**config.mk**
```make
export PLATFORM = sky130hd
export DESIGN_NAME = instr_fetch
export DESIGN_NICKNAME = d
export VERILOG_FILES = /design/src/rtl/mips_pkg.sv /design/src/rtl/fetch_fifo.sv /design/src/rtl/instr_fetch.sv
export SDC_FILE = /design/constraint.sdc
export NUM_CORES = 1
export LEC_CHECK = 0
export CAP_MARGIN = 20
export CORE_UTILIZATION = 48
export CTS_BUF_LIST = sky130_fd_sc_hd__clkbuf_8
export CTS_CLUSTER_DIAMETER = 30
export DETAILED_ROUTE_END_ITERATION = 10
export GPL_ROUTABILITY_DRIVEN = 0
export HOLD_SLACK_MARGIN = 0.06
export PLACE_DENSITY = 0.84
export SETUP_SLACK_MARGIN = 0.2
export SLEW_MARGIN = 20
export SYNTH_ARGS = -nofsm -noshare
export SYNTH_HDL_FRONTEND = slang
export SYNTH_SLANG_ARGS = --single-unit
```
**constraint.sdc**
```tcl
create_clock -name clk -period 5.4 [get_ports clk]
set_clock_uncertainty 0.2 [all_clocks]
set_input_delay 1.08 -clock clk [delete_from_list [all_inputs] [get_ports clk]]
set_output_delay 1.08 -clock clk [all_outputs]
set_load 0.01 [all_outputs]
```
**src/rtl/mips_pkg.sv**
```systemverilog
// Definitions shared by the fetch stage and the decoder: branch-select codes,
// fetch states, reset PC default and primary opcodes.
package mips_pkg;

  localparam logic [1:0] BS_NONE = 2'b00;
  localparam logic [1:0] BS_COND = 2'b01;
  localparam logic [1:0] BS_JMR  = 2'b10;
  localparam logic [1:0] BS_JMP  = 2'b11;

  localparam logic [31:0] RESET_PC_DEFAULT = 32'h0;

  typedef enum logic [0:0] {
    S_RUN   = 1'b0,
    S_FLUSH = 1'b1
  } fetch_state_e;

  localparam logic [5:0] OP_RTYPE = 6'h00;
  localparam logic [5:0] OP_J     = 6'h02;
  localparam logic [5:0] OP_JAL   = 6'h03;
  localparam logic [5:0] OP_BEQ   = 6'h04;
  localparam logic [5:0] OP_BNE   = 6'h05;
  localparam logic [5:0] OP_LW    = 6'h23;
  localparam logic [5:0] OP_SW    = 6'h2b;

  // PS selects the polarity: 0 branches on Z, 1 branches on !Z.
  function automatic logic take_branch(input logic [1:0] bs, input logic ps, input logic z);
    return bs[1] | ((bs == BS_COND) & (z ^ ps));
  endfunction

endpackage

```
**src/rtl/fetch_fifo.sv**
```systemverilog
// Small synchronous FIFO with a single-cycle clear; count is the exact occupancy.
// Serves as both the pending-PC queue and the decoder-facing output buffer.
module fetch_fifo #(
  parameter int WIDTH = 32,
  parameter int DEPTH = 2
) (
  input  logic                    clk,
  input  logic                    rst,
  input  logic                    push,
  input  logic [WIDTH-1:0]        push_data,
  input  logic                    pop,
  input  logic                    clear,
  output logic [WIDTH-1:0]        rd_data,
  output logic [$clog2(DEPTH):0]  count
);

  localparam int PW = $clog2(DEPTH);

  logic [WIDTH-1:0] mem [DEPTH];
  logic [PW-1:0]    rd_ptr;
  logic [PW-1:0]    wr_ptr;
  logic             do_push;
  logic             do_pop;

  assign do_pop  = pop && (count != '0);
  assign do_push = push && ((count != (PW+1)'(DEPTH)) || do_pop);
  assign rd_data = mem[rd_ptr];

  // Storage is zeroed on reset so the read port shows 0 until the first push.
  always_ff @(posedge clk) begin
    if (rst) begin
      rd_ptr <= '0;
      wr_ptr <= '0;
      count  <= '0;
      for (int i = 0; i < DEPTH; i++) mem[i] <= '0;
    end else if (clear) begin
      rd_ptr <= '0;
      wr_ptr <= '0;
      count  <= '0;
    end else begin
      if (do_push) begin
        mem[wr_ptr] <= push_data;
        wr_ptr      <= wr_ptr + 1'b1;
      end
      if (do_pop) rd_ptr <= rd_ptr + 1'b1;
      count <= count + (PW+1)'(do_push) - (PW+1)'(do_pop);
    end
  end

endmodule

```
**src/rtl/instr_fetch.sv**
```systemverilog
// Fetch stage: PC, in-order imem requests, output buffer and branch redirect with
// stale-response discard. Define FETCH_PERF_EN to build the performance counters.
//
//   state   | meaning
//   S_RUN   | issuing requests, responses forwarded to the output buffer
//   S_FLUSH | no requests; drop_cnt stale responses still to be discarded
module instr_fetch
  import mips_pkg::*;
#(
  parameter int                    INSTRUCTION_SIZE = 32,
  parameter int                    ADDR_WIDTH       = 32,
  parameter logic [ADDR_WIDTH-1:0] RESET_PC         = ADDR_WIDTH'(RESET_PC_DEFAULT),
  parameter int                    BUF_DEPTH        = 2
) (
  input  logic                        clk,
  input  logic                        rst,
  output logic                        imem_req_valid,
  input  logic                        imem_req_ready,
  output logic [ADDR_WIDTH-1:0]       imem_req_addr,
  input  logic                        imem_rsp_valid,
  input  logic [INSTRUCTION_SIZE-1:0] imem_rsp_data,
  output logic                        instr_valid,
  input  logic                        instr_ready,
  output logic [INSTRUCTION_SIZE-1:0] instruction,
  output logic [ADDR_WIDTH-1:0]       instr_pc,
  input  logic                        br_valid,
  input  logic [1:0]                  BS,
  input  logic                        PS,
  input  logic                        Z,
  input  logic [ADDR_WIDTH-1:0]       br_target,
  output logic [31:0]                 perf_fetch_cnt,
  output logic [31:0]                 perf_flush_cnt
);

  localparam int             CW      = $clog2(BUF_DEPTH) + 1;
  localparam int             OW      = INSTRUCTION_SIZE + ADDR_WIDTH;
  localparam logic [CW:0]    DEPTH_W = (CW+1)'(BUF_DEPTH);

  fetch_state_e          state, state_next;
  logic [ADDR_WIDTH-1:0] pc;
  logic [CW-1:0]         drop_cnt, drop_next, in_flight;
  logic [CW-1:0]         pend_count, out_count;
  logic [CW:0]           occupancy;
  logic                  redirect, req_fire, instr_fire;
  logic                  pend_pop, rsp_accept;
  logic [ADDR_WIDTH-1:0] pend_pc;
  logic [OW-1:0]         out_data;

  assign redirect      = br_valid & take_branch(BS, PS, Z);
  assign imem_req_addr = pc;
  assign req_fire      = imem_req_valid & imem_req_ready;
  assign instr_valid   = (out_count != '0);
  assign instr_fire    = instr_valid & instr_ready;
  assign pend_pop      = (state == S_RUN) & imem_rsp_valid;
  assign {instruction, instr_pc} = out_data;

  // A word leaving to the decoder this cycle frees its slot for a new request.
  assign occupancy = {1'b0, pend_count} + {1'b0, out_count} - {{CW{1'b0}}, instr_fire};

  always_comb begin
    imem_req_valid = 1'b0;
    rsp_accept     = 1'b0;
    state_next     = state;
    drop_next      = drop_cnt;
    in_flight      = (state == S_RUN) ? pend_count : drop_cnt;
    if (state == S_RUN) begin
      imem_req_valid = !rst && !redirect && (occupancy < DEPTH_W);
      rsp_accept     = imem_rsp_valid && !redirect;
    end
    if (redirect) begin
      drop_next  = in_flight - CW'(imem_rsp_valid);
      state_next = (drop_next != '0) ? S_FLUSH : S_RUN;
    end else if (state == S_FLUSH && imem_rsp_valid) begin
      drop_next = drop_cnt - 1'b1;
      if (drop_next == '0) state_next = S_RUN;
    end
  end

  always_ff @(posedge clk) begin
    if (rst) begin
      state    <= S_RUN;
      pc       <= RESET_PC;
      drop_cnt <= '0;
    end else begin
      state    <= state_next;
      drop_cnt <= drop_next;
      if (redirect)      pc <= br_target;
      else if (req_fire) pc <= pc + 1'b1;
    end
  end

  fetch_fifo #(.WIDTH(ADDR_WIDTH), .DEPTH(BUF_DEPTH)) u_pend (
    .clk       (clk),
    .rst       (rst),
    .push      (req_fire),
    .push_data (pc),
    .pop       (pend_pop),
    .clear     (redirect),
    .rd_data   (pend_pc),
    .count     (pend_count)
  );

  fetch_fifo #(.WIDTH(OW), .DEPTH(BUF_DEPTH)) u_out (
    .clk       (clk),
    .rst       (rst),
    .push      (rsp_accept),
    .push_data ({imem_rsp_data, pend_pc}),
    .pop       (instr_fire),
    .clear     (redirect),
    .rd_data   (out_data),
    .count     (out_count)
  );

`ifdef FETCH_PERF_EN
  always_ff @(posedge clk) begin
    if (rst) begin
      perf_fetch_cnt <= '0;
      perf_flush_cnt <= '0;
    end else begin
      if (instr_fire) perf_fetch_cnt <= perf_fetch_cnt + 1'b1;
      if (redirect)   perf_flush_cnt <= perf_flush_cnt + 1'b1;
    end
  end
`else
  assign perf_fetch_cnt = '0;
  assign perf_flush_cnt = '0;
`endif

endmodule

```
Word-level counts from Yosys, hierarchy flattened:

Memory sizes are Yosys's and may differ from the RTL's. A register that Yosys moved wholly into a read port is not among the register bits.
Cells that the tools add are included.

* bitwise gates (word level): 8
* add/subtract/negate cells: 13
* order comparisons: 1
* muxes and demuxes: 31
* equal/unequal tests: 3
* reduce and logical (&&, ||, !) cells: 23

Operator list (number)
* 2-to-1 mux 32 bit: 3
* 2-to-1 mux 64 bit: 1
* OR reduction 64 bit: 1
* adder 32 x 1 -> 32 bit (second input constant): 1
* OR reduction 32 bit: 1
* 2-to-1 mux 1 bit: 24
* nonzero test 2 bit: 6
* logical AND 1 bit: 8
* 2-to-1 mux 2 bit: 3
* subtractor 2 x 1 -> 2 bit: 3
* bitwise AND 1 bit: 5
* adder 1 bit (second input constant): 4
* adder 2 x 1 -> 2 bit: 2
* inequality test 2 bit (second input constant): 2
* adder 2 x 2 -> 3 bit: 1
* < comparator 3 x 2 -> 1 bit (second input constant): 1
* subtractor 3 x 1 -> 3 bit: 1
* equality test 2 x 1 -> 1 bit (second input constant): 1
* logical NOT 1 bit: 2
* logical NOT 2 bit: 1
* logical OR 1 bit: 2
* AND reduction 2 bit: 1
* OR reduction 2 bit: 1
* subtractor 2 x 1 -> 2 bit (second input constant): 1
* other kinds (3): 3

* bits in registers: 43
* memories: 2
* output and inout bits: 162
* bits of input ports: 74
* word-level logic and storage cells: 90
* memory bits (writable): 192

Memory list
* u_out.mem: depth 2, width 64, read ports 1, clocked after memory_dff 1, wr ports 2, line fetch_fifo.sv:19 `logic [WIDTH-1:0] mem [DEPTH];`
* u_pend.mem: depth 2, width 32, read ports 1, clocked after memory_dff 1, wr ports 2, line fetch_fifo.sv:19

Depth between registers and ports, before layout:

Gate-level depths: netlist of run 1.

* depth in word-level cells: 16
* mapped depth: 15
* gate-level depth less buffers: 14

By module:

From an unflattened synthesis of run 1, not the netlist that was laid out.

* cell total of the unflattened synthesis: 908
* area, all modules: 11592.4 µm²

Modules (own cells, without submodules)
* fetch_fifo (u_out): sequential area each 3943.8 µm², cells an instance 366, area an instance 5828.1 µm², times used 1
* fetch_fifo (u_pend): sequential area each 2021.9 µm², cells an instance 196, area an instance 3020.4 µm², times used 1
* instr_fetch: sequential area each 700.7 µm², cells an instance 346, area an instance 2743.9 µm², times used 1

Least setup slack after synthesis of run 1:

No wires, ideal clock.

* kind: input to register
* start: input port PS
* end: memory u_out.mem[0][0] in the netlist's numbering, enable pin
* setup time: 499 ps
* required time: 4701 ps
* stages: 4
* path slack: 19 ps
* arrival time: 4682 ps
* cells stage by stage: xor2_1 -> a21oi_1 -> o21ai_1 -> o21bai_1

RTL lines
* start: declaration: line instr_fetch.sv:28 `input logic PS,`
* end: declaration: line fetch_fifo.sv:19

Final worst setup path of run 1:

* start: input port instr_ready
* end: output port imem_req_valid

* longest elaborated chain between the ends: 5

RTL lines
* start: declaration: line instr_fetch.sv:23 `input logic instr_ready,`
* bitwise AND 1 bit: line instr_fetch.sv:53 `assign instr_fire = instr_valid & instr_ready;`
* subtractor 3 x 1 -> 3 bit: line instr_fetch.sv:58 `assign occupancy = {1'b0, pend_count} + {1'b0, out_count} - {{CW{1'b0}}, instr_fire};`
* < comparator 3 x 2 -> 1 bit: line instr_fetch.sv:67 `imem_req_valid = !rst && !redirect && (occupancy < DEPTH_W);`
* logical AND 1 bit: line instr_fetch.sv:67
* 2-to-1 mux 1 bit: line instr_fetch.sv:66 `if (state == S_RUN) begin`
* end: declaration: line instr_fetch.sv:17 `output logic imem_req_valid,`

Every way passes these cells.

==> results of run 1 <==
cell families (layout without fill, tap and decap cells):
group                      count (synthesis)  in the layout  synth area share [%]
xor gates and xnor gates                  43             43                 3.379
muxes                                     98             98                 9.520
and+or+nand+nor                          319            319                 15.62
other                                      1             64               0.03365
DFF                                      237            237                 59.81
AOI/OAI and AO/OA                         49             49                 3.491
adders and majority gates                  9              9                 1.078
buffers and inverters                    132            283                 7.072
power breakdown:
part / switching [mW] / leakage, nW / internal [mW]
clock: 0.762 / 0.503 / 1.02
combinational: 0.344 / 2.35 / 0.346
sequential: 0.109 / 2.38 / 2.13
layout by cell type, fill, tap and decap left out, types with 8 or more instances in the layout:
cell type	instances
nor2_1	111
clkbuf_8	47
xor2_1	24
nand4_1	15
clkdlybuf4s50_1	170
nand3_1	14
nand2_1	13
mux2i_1	34
inv_1	25
conb_1	64
a211oi_1	27
and2_1	100
xnor2_1	19
buf_4	16
edfxtp_1	192
mux2_2	64
and3_1	36
ha_1	8
dfxtp_1	43
layer usage:
layer	share of wire, %	up-vias
li1	-	3402
met1	43	3483
met2	49	280
met3	7.0	33
met4	1.5	0
met5	0	-
state kept, by name (all words and copies together), names as in the netlist, named ones only:
| signal | flops |
|---|---|
| u_out.mem | 128 |
| u_pend.mem | 64 |
| imem_req_addr | 32 |
| drop_cnt | 2 |
| u_out.count | 2 |
| u_pend.count | 2 |
| state | 1 |
| u_out.rd_ptr | 1 |
| u_out.wr_ptr | 1 |
| u_pend.rd_ptr | 1 |
| u_pend.wr_ptr | 1 |
cell type report:
type / instances / area [µm²]
multi-input combinational: 582 / 3963
sequential: 237 / 6669
fill: 1739 / 8901
inverter: 15 / 56.30
clock buffer: 47 / 646.9
clock inverter: 34 / 290.3
timing repair buffer: 187 / 1827
tap: 285 / 356.6
critical path, stage by stage:
cell and delay, ns:
clkdlybuf4s50_1 0.48, and2_1 0.17, ha_1 0.24, inv_1 0.07
nand2_1 0.07, fa_1 0.42, xnor2_1 0.22, nor4b_1 0.38
clkdlybuf4s50_1 0.61
stage by stage:
step	worst slack, ns	power [mW]
5_1_grt	0.2261	4.895
2_1_floorplan	0.01874	2.655
6_report	0.3768	4.707
3_3_place_gp	0.4295	2.937
3_5_place_dp	0.4039	2.959
4_1_cts	0.3837	4.740
final timing paths:
| check | to | slack, ns | depth (start not counted) |
|---|---|---|---|
| worst min register to register | drop_cnt[1] | 0.31 | 2 |
| worst max register to register | u_pend.mem[0][27] | 1.78 | 14 |
| worst min-delay path | drop_cnt[1] | 0.31 | 2 |
| worst max-delay path | imem_req_valid | 0.38 | 9 |
==> results.json, run 1 <==
{
  "ys_seq_elements": 237,
  "synth.distinct_cells": 53,
  "ir_drop_mv": 0.2331,
  "ctsHoldBuffers": 0,
  "worst_pin_slew_ns": 1.010,
  "rows": 55,
  "die-area_um2": 23830,
  "critPathKind": "in -> out",
  "dp_cells": 1306,
  "yosysSeqAreaShare_pct": 59.81,
  "grt_util_met3_pct": 4.707,
  "cts_tree": "done",
  "drv_cap": 0,
  "synth.most_common_cell": "edfxtp_1",
  "postPlaceCellArea_um2": 12870,
  "fin_crit_sh_pct": 93.02,
  "use_met2_pct": 32.71,
  "finalHoldViolations": 0,
  "synth_top_area_share_pct": 51.73,
  "final_cell_area_um2": 13810,
  "clkSinkCount": 237,
  "fp.coreArea_um2": 22710,
  "fin_setup_tns_ns": 0,
  "grtUsageMet1_pct": 25.36,
  "die_x_um": 154.4,
  "ant_nets": 0,
  "timing.rr.start": "u_out.count[1]",
  "async_flop_share_pct": 0,
  "critPathMaxFanout": 5,
  "cp-start-kind": "primary input",
  "grt-ovfl-total": 0,
  "via_count": 7198,
  "hp-start": "drop_cnt[1]",
  "post_drt_wl_per_cell_um": 17.04,
  "stdcell_count": 1387,
  "hpwl_um": 15480,
  "path_clk_slew_ns": 0.06,
  "via_per_inst": 5.190,
  "grt_busiest_layer": "met2",
  "die_h_um": 154.4,
  "cts_buffer_depth": 3,
  "cp.arrival_ns": 3.74,
  "drive_gt1_share_pct": 15.70,
  "nets": 1152,
  "syn_to_final_growth_pct": 23.89,
  "antenna_found_initial": 0,
  "clk_latency_ns": 0.55,
  "dr.pass1.iters": 5,
  "io_pins": 236,
  "post-cts-setup-buffers": 0,
  "synth_edf_count": 192,
  "fin_crit_ns": 5.023,
  "routed_wl_um": 23640,
  "drc": 0,
  "drv_slew": 0,
  "hold-worst-slack_ns": 0.3067,
  "yosys-top-cells-area": "edfxtp_1 52%, dfxtp_1 8.1%, mux2_2 6.5%",
  "cellLeakagePower_nw": 5.235,
  "synthTopCellsByCount": "192 x edfxtp_1, 111 x nor2_1, 100 x and2_1, 65 x buf_4, 64 x mux2_2",
  "power_density_nw_per_um2": 340.9,
  "hold_path.class": "reg -> reg",
  "setup_violations": 0,
  "cp-startpoint": "instr_ready",
  "yosys_warnings": 0,
  "dr.first_iter.drc_count": 542,
  "synth_top_area_cell": "edfxtp_1",
  "start_util_pct": 49.08,
  "rsz0062_at_grt": "false",
  "status": "complete, no violations",
  "grt_pass1_wl_um": 36570,
  "grt_pass1_vias": 7060,
  "htreeDepth": 2,
  "synthFlopType": "edfxtp_1",
  "syn_avg_cell_area_um2": 12.55,
  "synth_cells": 888,
  "synth_area_um2": 11150,
  "relSlewSlack_pct": 32.65,
  "clk_root_buffer_cell": "clkbuf_8",
  "io_buffers": 171,
  "final_util_pct": 60.80,
  "end_kind": "output pin",
  "numCtsBuffers": 46,
  "grt_max_degree": 65,
  "max_freq_mhz": 199.1,
  "critPathRequiredTime_ns": 4.12,
  "diodes": 0,
  "postCtsResizedCells": 0,
  "grt_use_total_pct": 19.62
}
Note: power is estimated with default switching activity, not from simulation.
==> inputs of run 2 (changes only) <==
--- a/config.mk
+++ b/config.mk
@@ -6,15 +6,14 @@
 export NUM_CORES = 1
 export LEC_CHECK = 0
 export CAP_MARGIN = 20
-export CORE_UTILIZATION = 48
-export CTS_BUF_LIST = sky130_fd_sc_hd__clkbuf_8
+export CORE_UTILIZATION = 47
 export CTS_CLUSTER_DIAMETER = 30
 export DETAILED_ROUTE_END_ITERATION = 10
 export GPL_ROUTABILITY_DRIVEN = 0
 export HOLD_SLACK_MARGIN = 0.06
-export PLACE_DENSITY = 0.84
+export PLACE_DENSITY = 0.78
 export SETUP_SLACK_MARGIN = 0.2
-export SLEW_MARGIN = 20
+export SLEW_MARGIN = 5
 export SYNTH_ARGS = -nofsm -noshare
 export SYNTH_HDL_FRONTEND = slang
 export SYNTH_SLANG_ARGS = --single-unit
==> results.json, run 2 (synthesis results as in run 1) <==
{
  "power_density_nw_per_um2": 394.1,
  "post_drt_wl_per_cell_um": 16.74,
  "nets": 1152,
  "stdcell_count": 1419,
  "cts_tree": "done",
  "postCtsResizedCells": 0,
  "routed_wl_um": 23750,
  "worst_path_largest_cell_delay_ns": 0.62,
  "hp-start": "drop_cnt[1]",
  "timing.rr.start": "u_out.count[1]",
  "fin_setup_tns_ns": 0,
  "slowest_stage": "clkdlybuf4s50_1",
  "clk_latency_ns": 0.52,
  "final_util_pct": 63.14,
  "numCtsBuffers": 45,
  "rsz0062_at_grt": "false",
  "cts_buffer_depth": 3,
  "critPathKind": "in -> out",
  "io_pins": 236,
  "cp-start-kind": "primary input",
  "die_h_um": 156.0,
  "dr.pass1.iters": 5,
  "worst_pin_slew_ns": 1.010,
  "hpwl_um": 15080,
  "setup_violations": 0,
  "ctsHoldBuffers": 0,
  "drc": 0,
  "final_common_cell": "edfxtp_1",
  "ant_nets": 0,
  "fin_crit_ns": 5.090,
  "via_count": 7175,
  "cellLeakagePower_nw": 5.479,
  "hold_path.class": "reg -> reg",
  "cp-startpoint": "instr_ready",
  "crit_chain": "clkdlybuf4s50_1 -> and2_1 -> ha_1 -> inv_1 -> nand2_1 -> fa_1 -> xnor2_1 -> nor4b_1 -> clkdlybuf4s50_1",
  "status": "complete, no violations",
  "die-area_um2": 24330,
  "final_cell_mix": "192 x edfxtp_1, 170 x clkdlybuf4s50_1, 111 x nor2_1",
  "grt-ovfl-total": 0,
  "clk_root_buffer_cell": "clkbuf_16",
  "antenna_found_initial": 0,
  "largest_register": "u_out.mem",
  "critPathRequiredTime_ns": 4.12,
  "ir_drop_mv": 0.2224,
  "dp_cells": 1335,
  "syn_to_final_growth_pct": 29.82,
  "relSlewSlack_pct": 32.64,
  "r2r_cells": 14,
  "htreeDepth": 2,
  "start_util_pct": 48.64,
  "post-cts-setup-buffers": 0,
  "io_buffers": 171,
  "grt_max_degree": 65,
  "drv_cap": 0,
  "grt_pass1_vias": 7052,
  "path_clk_slew_ns": 0.05,
  "die_x_um": 156.0,
  "largest_reg_flops": 128,
  "end_kind": "output pin",
  "hold_depth": 2,
  "cp.arrival_ns": 3.81,
  "grt_use_total_pct": 19.50,
  "finalHoldViolations": 0,
  "critPathMaxFanout": 5,
  "dr.first_iter.drc_count": 481,
  "hold-worst-slack_ns": 0.3142,
  "drv_slew": 0,
  "total_power_mw": 5.702,
  "fp.coreArea_um2": 22920,
  "fin_crit_sh_pct": 94.25,
  "drive_gt1_share_pct": 16.91,
  "grt_pass1_wl_um": 36900,
  "max_freq_mhz": 196.5,
  "clkSinkCount": 237,
  "diodes": 0,
  "via_per_inst": 5.056,
  "worst_path_most_repeated_cell": "clkdlybuf4s50_1",
  "rows": 55
}
run 2: changes by cell type in the layout (fill, tap and decap cells not counted), sizes merged:
cell	before	now
inv	28	23
clkbuf	47	50
clkinvlp	4	7
clkinv	13	15
buf	17	18
run 2: metrics by stage:
| step | worst slack (ns) | cell area (µm²) |
|---|---|---|
| floorplan | 0.01874 | 11380 |
| global placement | 0.4149 | 12910 |
| detailed placement | 0.3516 | 12910 |
| CTS | 0.2898 | 14470 |
| global route | 0.2004 | 14470 |
| finish | 0.3103 | 14470 |
run 2: final timing paths:
path,slack [ns],to
worst max-delay path,0.31,imem_req_valid
worst max register to register,1.68,u_pend.mem[0][31]
worst min register to register,0.31,drop_cnt[1]
worst min-delay path,0.31,drop_cnt[1]
run 2: metal layers:
layer  global-route usage, %  up-vias  part of all wire (%)
met5                       0        -                     0
met4                   6.116        0                   1.4
met3                   4.056       23                   6.5
met2                   31.89      266                    49
met1                   25.95     3476                    43
li1                        -     3410                     -
run 2: critical path: cells and delay by family:
kind | cells | cell delay (ns)
buffers and inverters | 3 | 1.18
xor gates and xnor gates | 1 | 0.23
and+or+nand+nor | 3 | 0.65
adders and majority gates | 2 | 0.66
run 2: power breakdown:
part           internal [mW]  leakage (nW)  switching [mW]
Sequential              2.13          2.38           0.100
Clock                   1.82         0.743           0.957
Combinational          0.346          2.35           0.351
Total                   4.29          5.48            1.41
run 2: area by class of cell:
type / count / area (µm²)
clock buffers: 50 / 1197
fillers: 1701 / 8447
multi-input cells: 582 / 3963
well taps: 313 / 391.6
repair buffers: 188 / 1834
clock inverters: 34 / 357.8
inverters: 15 / 56.30
flip-flops and latches: 237 / 6669
==> inputs of run 3 (changes only) <==
--- a/config.mk
+++ b/config.mk
@@ -5,13 +5,14 @@
 export SDC_FILE = /design/constraint.sdc
 export NUM_CORES = 1
 export LEC_CHECK = 0
+export ABC_AREA = 1
 export CAP_MARGIN = 20
 export CORE_UTILIZATION = 47
 export CTS_CLUSTER_DIAMETER = 30
 export DETAILED_ROUTE_END_ITERATION = 10
 export GPL_ROUTABILITY_DRIVEN = 0
 export HOLD_SLACK_MARGIN = 0.06
-export PLACE_DENSITY = 0.78
+export PLACE_DENSITY = 0.77
 export SETUP_SLACK_MARGIN = 0.2
 export SLEW_MARGIN = 5
 export SYNTH_ARGS = -nofsm -noshare
==> results.json, run 3 <==
{
  "status": "complete, no violations",
  "syn_avg_cell_area_um2": 10.30,
  "io_pins": 236,
  "diodes": 0,
  "final_cell_area_um2": 15270,
  "fin_crit_ns": 4.723,
  "post-cts-setup-buffers": 0,
  "yosysSeqAreaShare_pct": 55.62,
  "critPathMaxFanout": 4,
  "path_buf_inv": 4,
  "grt_use_total_pct": 19.58,
  "slowest_stage": "clkdlybuf4s50_1",
  "critPathRequiredTime_ns": 4.12,
  "grt_max_degree": 65,
  "fin_crit_sh_pct": 87.47,
  "ctsHoldBuffers": 0,
  "worst_path_largest_cell_delay_ns": 0.55,
  "post_drt_wl_per_cell_um": 14.67,
  "regArea_um2": 6669,
  "fin_setup_tns_ns": 0,
  "clkSinkCount": 237,
  "grt_pass1_vias": 8180,
  "antenna_found_initial": 0,
  "hpwl_um": 16290,
  "synth_edf_count": 192,
  "drv_slew": 0,
  "syn_to_final_growth_pct": 27.42,
  "fillers": 2028,
  "cellLeakagePower_nw": 5.831,
  "use_met2_pct": 31.29,
  "synthFlopType": "edfxtp_1",
  "power_density_nw_per_um2": 392.2,
  "synthTopCellsByCount": "218 x nor2_1, 192 x edfxtp_1, 178 x nand2_1, 102 x inv_1",
  "drive_gt1_share_pct": 17.55,
  "grt_util_met3_pct": 3.933,
  "postPlaceCellArea_um2": 13720,
  "grt_pass1_wl_um": 40620,
  "io_buffers": 171,
  "start_util_pct": 47.73,
  "cp.arrival_ns": 3.44,
  "cts_tree": "done",
  "dr.pass1.iters": 5,
  "largest_reg_flops": 128,
  "path_clk_slew_ns": 0.05,
  "critPathKind": "in -> out",
  "final_cell_mix": "218 x nor2_1, 192 x edfxtp_1, 176 x nand2_1",
  "drv_cap": 0,
  "clk_latency_ns": 0.53,
  "cts_buffer_depth": 3,
  "synth_top_area_cell": "edfxtp_1",
  "worst_pin_slew_ns": 1.055,
  "cp_top_family": "buffers and inverters",
  "grt_busiest_layer": "met2",
  "numCtsBuffers": 46,
  "die-area_um2": 26140,
  "end_kind": "output pin",
  "drc": 0,
  "rsz0062_at_grt": "false",
  "relSlewSlack_pct": 29.66,
  "max_freq_mhz": 211.7,
  "via_count": 8385,
  "dr.first_iter.drc_count": 664,
  "ys_seq_elements": 237,
  "grtUsageMet1_pct": 26.69,
  "synth_area_um2": 11990,
  "yosys_warnings": 0,
  "finalHoldViolations": 0,
  "async_flop_share_pct": 0,
  "largest_register": "u_out.mem",
  "yosys-top-cells-area": "edfxtp_1 48%, dfxtp_1 7.5%, nor2_1 6.8%",
  "synth.most_common_cell": "nor2_1",
  "routed_wl_um": 25160,
  "multi_input_area_um2": 4384,
  "synth_top_area_share_pct": 48.11,
  "final_common_cell": "nor2_1",
  "ant_nets": 0,
  "crit_chain": "clkdlybuf4s50_1 -> nand2_1 -> inv_1 -> ha_1 -> inv_1 -> nand2_1 -> fa_1 -> nand4_1 -> nor2_1 -> clkdlybuf4s50_1",
  "setup_violations": 0,
  "grt-ovfl-total": 0,
  "r2r_setup_slack_ns": 2.10,
  "ir_drop_mv": 0.2020,
  "clk_root_buffer_cell": "clkbuf_16",
  "htreeDepth": 2,
  "die_x_um": 161.7,
  "via_per_inst": 4.889,
  "synth.distinct_cells": 33,
  "fp.coreArea_um2": 25110,
  "nets": 1430,
  "die_h_um": 161.7,
  "synth_cells": 1164,
  "hold_path.class": "reg -> reg",
  "rows": 58,
  "cp-start-kind": "primary input",
  "postCtsResizedCells": 0
}
## run 3: cell types whose count changed in the layout (fill, tap and decap cells not counted), moves of 27 or more
cell	before	now
o21ai_0	0	37
nand2_1	13	176
nor2_4	1	60
and2_1	100	0
inv_1	15	102
nor2_1	111	218
and3_1	36	0
a211oi_1	27	0
nand3_1	14	51
## run 3: where the power goes
group	internal, mW	switching [mW]
logic	0.424	0.520
clock network	1.83	0.967
registers	2.15	0.101
total	4.40	1.59
## run 3: stage by stage
| step | total power [mW] | cells | hold WS, ns | setup slack, ns | utilization [%] |
|---|---|---|---|---|---|
| 2_1_floorplan | 2.857 | 1227 | 0.2528 | 1.224 | - |
| 3_3_place_gp | 3.206 | 1629 | 0.2748 | 0.7056 | 54.63 |
| 3_5_place_dp | 3.230 | 1629 | 0.2790 | 0.6665 | 54.63 |
| 4_1_cts | 6.040 | 1715 | 0.2929 | 0.6489 | 60.82 |
| 5_1_grt | 6.228 | 1715 | 0.3314 | 0.5269 | 60.82 |
| 6_report | 5.989 | 1715 | 0.2895 | 0.6765 | 60.82 |
## run 3: worst reg2reg max path, stage by stage, from the launching register on
cell and delay (ns):
dfxtp_1 0.33, inv_1 0.11, nand2_2 0.06, nand2_1 0.11, inv_1 0.06, ha_1 0.27, inv_1 0.09, nand2_1 0.07
fa_1 0.48, nand4_1 0.19, inv_1 0.10, nand4_1 0.11, inv_1 0.09, nand2_1 0.06, inv_1 0.09, nand2_1 0.08
nand2_1 0.06, buf_4 0.38
## run 3: cell families (layout without fill, tap and decap cells)
kind of cell | after synthesis | count (layout) | share of synthesized area (%)
and+or+nand+nor | 530 | 530 | 21.38
DFF | 237 | 237 | 55.62
buffers and inverters | 218 | 376 | 9.876
muxes | 96 | 96 | 8.686
AOI/OAI and AO/OA | 65 | 65 | 2.819
adders and majority gates | 9 | 9 | 1.002
xor gates and xnor gates | 8 | 8 | 0.5846
other | 1 | 64 | 0.03129
## run 3: routing by layer
layer  share of wire, %  up-vias  wire length, µm
met5                  0        -                0
met4                2.1        0              522
met3                7.4       46             1872
met2                 46      351            11640
met1                 44     3912            11120
li1                   -     4076                -
## run 3: path summary, 6_finish.rpt
kind                        from           endpoint  cells after the start
setup / recovery     instr_ready     imem_req_valid                     10
hold / removal      u_out.rd_ptr          flip-flop                      2
setup reg to reg  u_out.count[1]  u_pend.mem[0][17]                     17
hold reg to reg     u_out.rd_ptr          flip-flop                      2
## run 3: layout make-up
| class | count | share of cell area [%] |
|---|---|---|
| Clock buffer | 49 | 7.611 |
| Clock inverter | 37 | 2.564 |
| Inverter | 104 | 2.556 |
| Multi-Input combinational cell | 772 | 28.71 |
| Sequential cell | 237 | 43.67 |
| Tap cell | 330 | 2.704 |
| Timing Repair Buffer | 186 | 12.19 |
